$ cat src/rtl/pc_exception_unit.sv
// PC register stage with EPC/cause ownership and the exception-entry sequence
// (save EPC, read the handler byte from the fixed vector, load it into PC).
module pc_exception_unit #(
  parameter logic [31:0] RESET_PC   = 32'd0,
  parameter logic [31:0] VEC_OPCODE = 32'd253,
  parameter logic [31:0] VEC_OVF    = 32'd254,
  parameter logic [31:0] VEC_DIV0   = 32'd255
) (
  input  logic        clk,
  input  logic        reset,
  input  logic [31:0] next_pc,
  input  logic        pc_write,
  input  logic        pc_write_cond,
  input  logic        branch_ne,
  input  logic        alu_zero,
  input  logic        exc_opcode,
  input  logic        exc_ovf,
  input  logic        exc_div0,
  input  logic        exc_mem_ack,
  input  logic [31:0] exc_mem_data,
  output logic [31:0] pc,
  output logic [31:0] epc,
  output logic [1:0]  cause,
  output logic        exc_mem_req,
  output logic [31:0] exc_mem_addr,
  output logic        busy
);

  typedef enum logic {S_IDLE, S_REQ} state_t;

  state_t      state_q, state_d;
  logic [31:0] pc_q, pc_d;
  logic [31:0] epc_q, epc_d;
  logic [1:0]  cause_q, cause_d;
  logic        req_q, req_d;
  logic [31:0] addr_q, addr_d;
  logic        pc_en;
  logic        exc_any;
  logic        unused_data_hi;

  // Only the low byte of the vector word is a handler address.
  assign unused_data_hi = ^exc_mem_data[31:8];

  assign pc_en   = pc_write | (pc_write_cond & (alu_zero ^ branch_ne));
  assign exc_any = exc_opcode | exc_ovf | exc_div0;

  always_comb begin
    state_d = state_q;
    pc_d    = pc_q;
    epc_d   = epc_q;
    cause_d = cause_q;
    req_d   = req_q;
    addr_d  = addr_q;
    case (state_q)
      S_IDLE: begin
        if (exc_any) begin
          // fetch already advanced PC, so the faulting instruction sits 4 back
          epc_d   = pc_q - 32'd4;
          req_d   = 1'b1;
          state_d = S_REQ;
          if (exc_opcode) begin
            cause_d = 2'b01;
            addr_d  = VEC_OPCODE;
          end else if (exc_ovf) begin
            cause_d = 2'b10;
            addr_d  = VEC_OVF;
          end else begin
            cause_d = 2'b11;
            addr_d  = VEC_DIV0;
          end
        end else if (pc_en) begin
          pc_d = next_pc;
        end
      end
      S_REQ: begin
        if (exc_mem_ack) begin
          pc_d    = {24'b0, exc_mem_data[7:0]};
          req_d   = 1'b0;
          state_d = S_IDLE;
        end
      end
      default: state_d = S_IDLE;
    endcase
  end

  always_ff @(posedge clk or negedge reset) begin
    if (!reset) begin
      state_q <= S_IDLE;
      pc_q    <= RESET_PC;
      epc_q   <= 32'd0;
      cause_q <= 2'b00;
      req_q   <= 1'b0;
      addr_q  <= 32'd0;
    end else begin
      state_q <= state_d;
      pc_q    <= pc_d;
      epc_q   <= epc_d;
      cause_q <= cause_d;
      req_q   <= req_d;
      addr_q  <= addr_d;
    end
  end

  assign pc           = pc_q;
  assign epc          = epc_q;
  assign cause        = cause_q;
  assign exc_mem_req  = req_q;
  assign exc_mem_addr = addr_q;
  assign busy         = (state_q != S_IDLE);

endmodule

$ cat config.mk
export PLATFORM = sky130hd
export DESIGN_NAME = pc_exception_unit
export DESIGN_NICKNAME = d
export VERILOG_FILES = /design/src/rtl/pc_exception_unit.sv
export SDC_FILE = /design/constraint.sdc
export NUM_CORES = 1
export LEC_CHECK = 0
export BUFFER_PORTS_ARGS = -buffer_cell sky130_fd_sc_hd__buf_2
export CELL_PAD_IN_SITES_DETAIL_PLACEMENT = 2
export CELL_PAD_IN_SITES_GLOBAL_PLACEMENT = 2
export CORE_ASPECT_RATIO = 1.25
export CORE_MARGIN = 2
export CORE_UTILIZATION = 26
export CTS_CLUSTER_SIZE = 16
export DETAILED_ROUTE_END_ITERATION = 10
export PLACE_DENSITY = 0.88
export SLEW_MARGIN = 10
export SYNTH_ARGS = -nofsm -noshare
export SYNTH_HDL_FRONTEND = slang
export SYNTH_SLANG_ARGS = --single-unit
$ cat constraint.sdc
create_clock -name clk -period 3.25 [get_ports clk]
set_input_delay 0.325 -clock clk [delete_from_list [all_inputs] [get_ports clk]]
set_output_delay 0.325 -clock clk [all_outputs]
set_load 0.01 [all_outputs]
# Word level (Yosys, flattened, before mapping)
# Cells that the tools add are included.
# totals
word_cells,34
regBits,100
output_inout_bits,100
# classes
muxes,14
n_reduce_logical,3
n_addsub,1
bitwise_logic,6
eq_ne,4
# ops
operator,n
$mux W32,3
$pmux W32 S2,1
$sub A32 B3 Y32 const B,1
$ne A2 B2 Y1 const B,4
$mux W1,6
$mux W2,2
$pmux W1 S2,2
$reduce_and A2 Y1,2
$or A1 B1 Y1,3
$reduce_and A3 Y1,1
$and A1 B1 Y1,1
$not A1 Y1,1
$xor A1 B1 Y1,1

# Depth between registers and ports, before layout
# logic_depth
ltp_word,6
ltp_mapped,7
depth_no_buf,6

# Worst setup path after synthesis
# Ideal clock, no wire load.
# synth_path
path_kind,reg-to-reg
from,reg pc_q[19] (netlist: pc[19])
to,reg epc_q[28] (netlist: epc[28])
period_less_slack_ns,2.473
path_stages_with_launch,7
path_buffers,2
arrival_time_ns,2.391
setup_slack_ns,0.777
required_ns,3.168
setup_ns,0.082
path_cell_list,dfrtp_1 -> or4_1 -> clkbuf_2 -> or4_1 -> buf_2 -> or4_1 -> a31oi_1
# synth_between
elab_chain_len,1
# synth_rtl
element,line,text
"start, declared",32,"logic [31:0] pc_q, pc_d;"
"start signal, assigned",96,pc_q <= pc_d;
$sub A32 B3 Y32,58,epc_d = pc_q - 32'd4;
"end signal, assigned",97,epc_q <= epc_d;
"end, declared",33,"logic [31:0] epc_q, epc_d;"
# No other way between the ends.
# A chain may end at the register's enable or synchronous reset.

# Final worst setup path
# Ends and elaborated chain as after synthesis.

==> reports/metrics.csv <==
stage;metric;value;unit
outcome;status;finished, final reports clean;
synth;netlist_area;3610;sq um
worst_setup_path;timing.rr.start;pc[19]$_DFFE_PN0P_;
clock_network;cts_resized;0;
global_routing;grt_start_max_net_pins;70;
job;drv_cap;0;
timing;tns;0;ns
clock_network;clk_path_buf_depth;2;
worst_setup_path;cp-startpoint;pc[19]$_DFFE_PN0P_;
timing;drv_slew;0;
timing;skew;0.007085;ns
pwr;irDropWorstVdd;0.0002000;V
routing;routedWlPerCell;18.61;microns
placement;dp_cells;651;
cells_and_area;layout.nets;562;
clock_network;insertion_delay;0.33;ns
pwr;swShare;33.98;%
cells_and_area;area_delta_synth_final;27.97;%
floorplanning;die_h;135.7;microns
pwr;p_leak;0.002200;uW
placement;place_hpwl;9118;microns
routing;drtIter0Drc;146;
worst_setup_path;crit_fanout;10;
clock_network;htreeDepth;3;
cells_and_area;drive_gt1_share;34.15;%
worst_setup_path;r2r_cells;4;
worst_setup_path;worstReg2RegEnd;epc[28]$_DFFE_PN0N_;
worst_hold_path;hold_class;input port to async pin;
synth;synth.distinct_cells;35;
global_routing;grt-ovfl-total;0;
pwr;combPwrFrac;27.3;%
worst_setup_path;r2r_setup_slack;0.58;ns
routing;viasPerCell;4.961;
floorplanning;rows;48;
global_routing;antenna_found_initial;0;
timing;slew_headroom;33.85;%
placement;io_buffers;125;
routing;dr.pass1.iters;4;
pwr;power_density;663.8;nW/um^2
clock_network;cts_tree;done;
worst_setup_path;crit_end;epc[28]$_DFFE_PN0N_;
global_routing;first_global_vias;3471;
worst_setup_path;start_kind;flip-flop;
cells_and_area;stdcell_count;667;
cells_and_area;fillers;1525;
cells_and_area;mostFrequentLayoutCells;buf_2, dfrtp_1, o21ai_0;
worst_setup_path;critPathArrivalTime;2.92;ns
clock_network;post_cts_buffers;0;
timing;fmax;0.3744;GHz
timing;rsz0062_at_grt;false;
routing;ant_nets;0;
floorplanning;die_width;109.4;microns
cells_and_area;ff_latch_area;1727;sq um
worst_setup_path;required;3.50;ns
worst_setup_path;endpoint_kind;flip-flop;
placement;place_ws;0.6022;ns
synth;synth_seq_area_share;47.83;%
global_routing;grt_pass1_wl;19280;microns
timing;hold_viol;0;
synth;synthCells;376;
timing;fin_ws;0.5792;ns
routing;vias;3309;
synth;synth_seq_cells;69;
pwr;internal_power;2024;uW
cells_and_area;multi_input_area;1572;sq um
timing;period_needed;2.671;ns
global_routing;grt_usage;17.21;%
cells_and_area;n_antenna_cell;0;
floorplanning;die-area;14850;sq um
routing;drc_errors;0;
timing;setup_violations;0;
synth;syn_area_per_cell;9.600;sq um
pwr;pwr-share-seq;39.5;%
routing;wl;12410;microns
clock_network;cts_buffers;9;
timing;worst_pin_slew;0.9898;ns
cells_and_area;final_common_cell;buf_2;
pwr;p_switching;1042;uW
clock_network;cts_num_sinks;69;
timing;fin_crit_sh;82.18;%
floorplanning;initial_core_util;26.36;%
floorplanning;io_pins;174;
timing;holdWs;0.1112;ns
placement;place_congestion;0.8315;
pwr;p_clk_share;33.2;%
clock_network;clk_pin_slew;0.06;ns
clock_network;cts_hold_buffers;0;
floorplanning;core;13690;sq um
clock_network;root_buffer;clkbuf_16;
worst_setup_path;path_class;flip-flop to flip-flop;
synth;yosysWarnings;0;
-- worst min path at each step --
| stage | end | slack (ns) | cells past startpoint |
|---|---|---|---|
| final | epc[19]$_DFFE_PN0N_ | 0.11 | 1 |
| after global routing | epc[22]$_DFFE_PN0N_ | 0.17 | 1 |
| after CTS | epc[22]$_DFFE_PN0N_ | 0.16 | 1 |
| after detailed placement | epc[1]$_DFFE_PN0N_ | 0.47 | 2 |
| after global placement | epc[11]$_DFFE_PN0N_ | 0.46 | 2 |
| after floorplan | busy$_DFF_PN0_ | 0.03 | 0 |
-- power by group through the flow --
stage,clock (uW),combinational [uW],sequential [uW]
after floorplan,0,405,1260
after global placement,0,787,1200
after detailed placement,0,840,1230
after CTS,1050,851,1210
after global routing,1090,922,1240
final,1020,836,1210
-- metrics by stage --
step                      power [uW]  area, sq um  utilization [%]
after CTS                       3110         4619            33.74
after global placement          1992         4307            31.45
final                           3066         4619            33.74
after global routing            3250         4619            33.74
after detailed placement        2067         4307            31.45
after floorplan                 1665         3696                -
-- kinds of logic (layout without fill, tap and decap cells) --
group | Yosys count | in the layout | share of synthesized area (%)
flip-flops | 69 | 69 | 47.83
other | 1 | 24 | 0.1039
AND/OR/NAND/NOR | 97 | 97 | 14.32
XOR/XNOR | 9 | 9 | 2.184
multiplexers | 19 | 19 | 5.685
AO/OA/AOI/OAI | 97 | 97 | 17.61
adder cells (fa/ha/maj) | 1 | 1 | 0.3466
buffers and inverters | 83 | 176 | 11.92
-- final cells by class --
cell class,count,area share [%]
Tap cell,175,4.740
Timing Repair Buffer,133,14.90
Inverter,27,2.194
Clock buffer,13,5.850
Multi-Input combinational cell,247,34.02
Sequential cell,69,37.38
Clock inverter,3,0.9209
-- registers in the layout (all words and copies together) (netlist names) --
register and cells:
exc_mem_addr 2, exc_mem_req 1, epc 32, cause 1, busy 1, pc 32
-- critical path: stages, from the launching register on --
cell and delay (ns):
dfrtp_1 0.45, or4_1 0.68, or4_1 0.71, or4_1 0.56, a31oi_1 0.19
-- synthesized netlist by cell type --
master | number | area (sq um)
dfrtp_1 | 69 | 1727
o21ai_0 | 38 | 190.2
buf_4 | 31 | 232.7
nor2_1 | 29 | 108.9
inv_1 | 27 | 101.4
o41ai_1 | 24 | 210.2
clkbuf_1 | 22 | 82.58
a31oi_1 | 21 | 131.4
nand2_1 | 21 | 78.83
or4_1 | 14 | 105.1
mux2_2 | 12 | 135.1
o31ai_1 | 11 | 82.58
mux2i_1 | 7 | 70.07
nand2b_1 | 7 | 43.79
or3_1 | 7 | 43.79
xor2_1 | 5 | 43.79
nand4b_1 | 4 | 35.03
or2_2 | 4 | 25.02
xnor2_1 | 4 | 35.03
nor4_1 | 3 | 18.77
nor3_1 | 2 | 10.01
a211oi_1 | 1 | 7.510
a21oi_1 | 1 | 5.000
and4_1 | 1 | 8.760
and4b_1 | 1 | 10.01
buf_1 | 1 | 3.750
buf_2 | 1 | 5.000
clkbuf_2 | 1 | 5.000
conb_1 | 1 | 3.750
ha_1 | 1 | 12.51
nand3_1 | 1 | 5.000
nor2b_1 | 1 | 6.260
nor3b_1 | 1 | 7.510
o31a_1 | 1 | 8.760
or4b_2 | 1 | 10.01
-- layer usage --
layer  vias up  share of wire, %  routed length (microns)  track usage, %
met5         -                 0                        0               0
met4         0               2.6                      320           6.821
met3        20               4.0                      500           3.030
met2        87                54                     6702           30.80
met1      1676                39                     4888           20.06
li1       1526                 -                        -               -
Note: power is estimated with default switching activity, not from simulation.
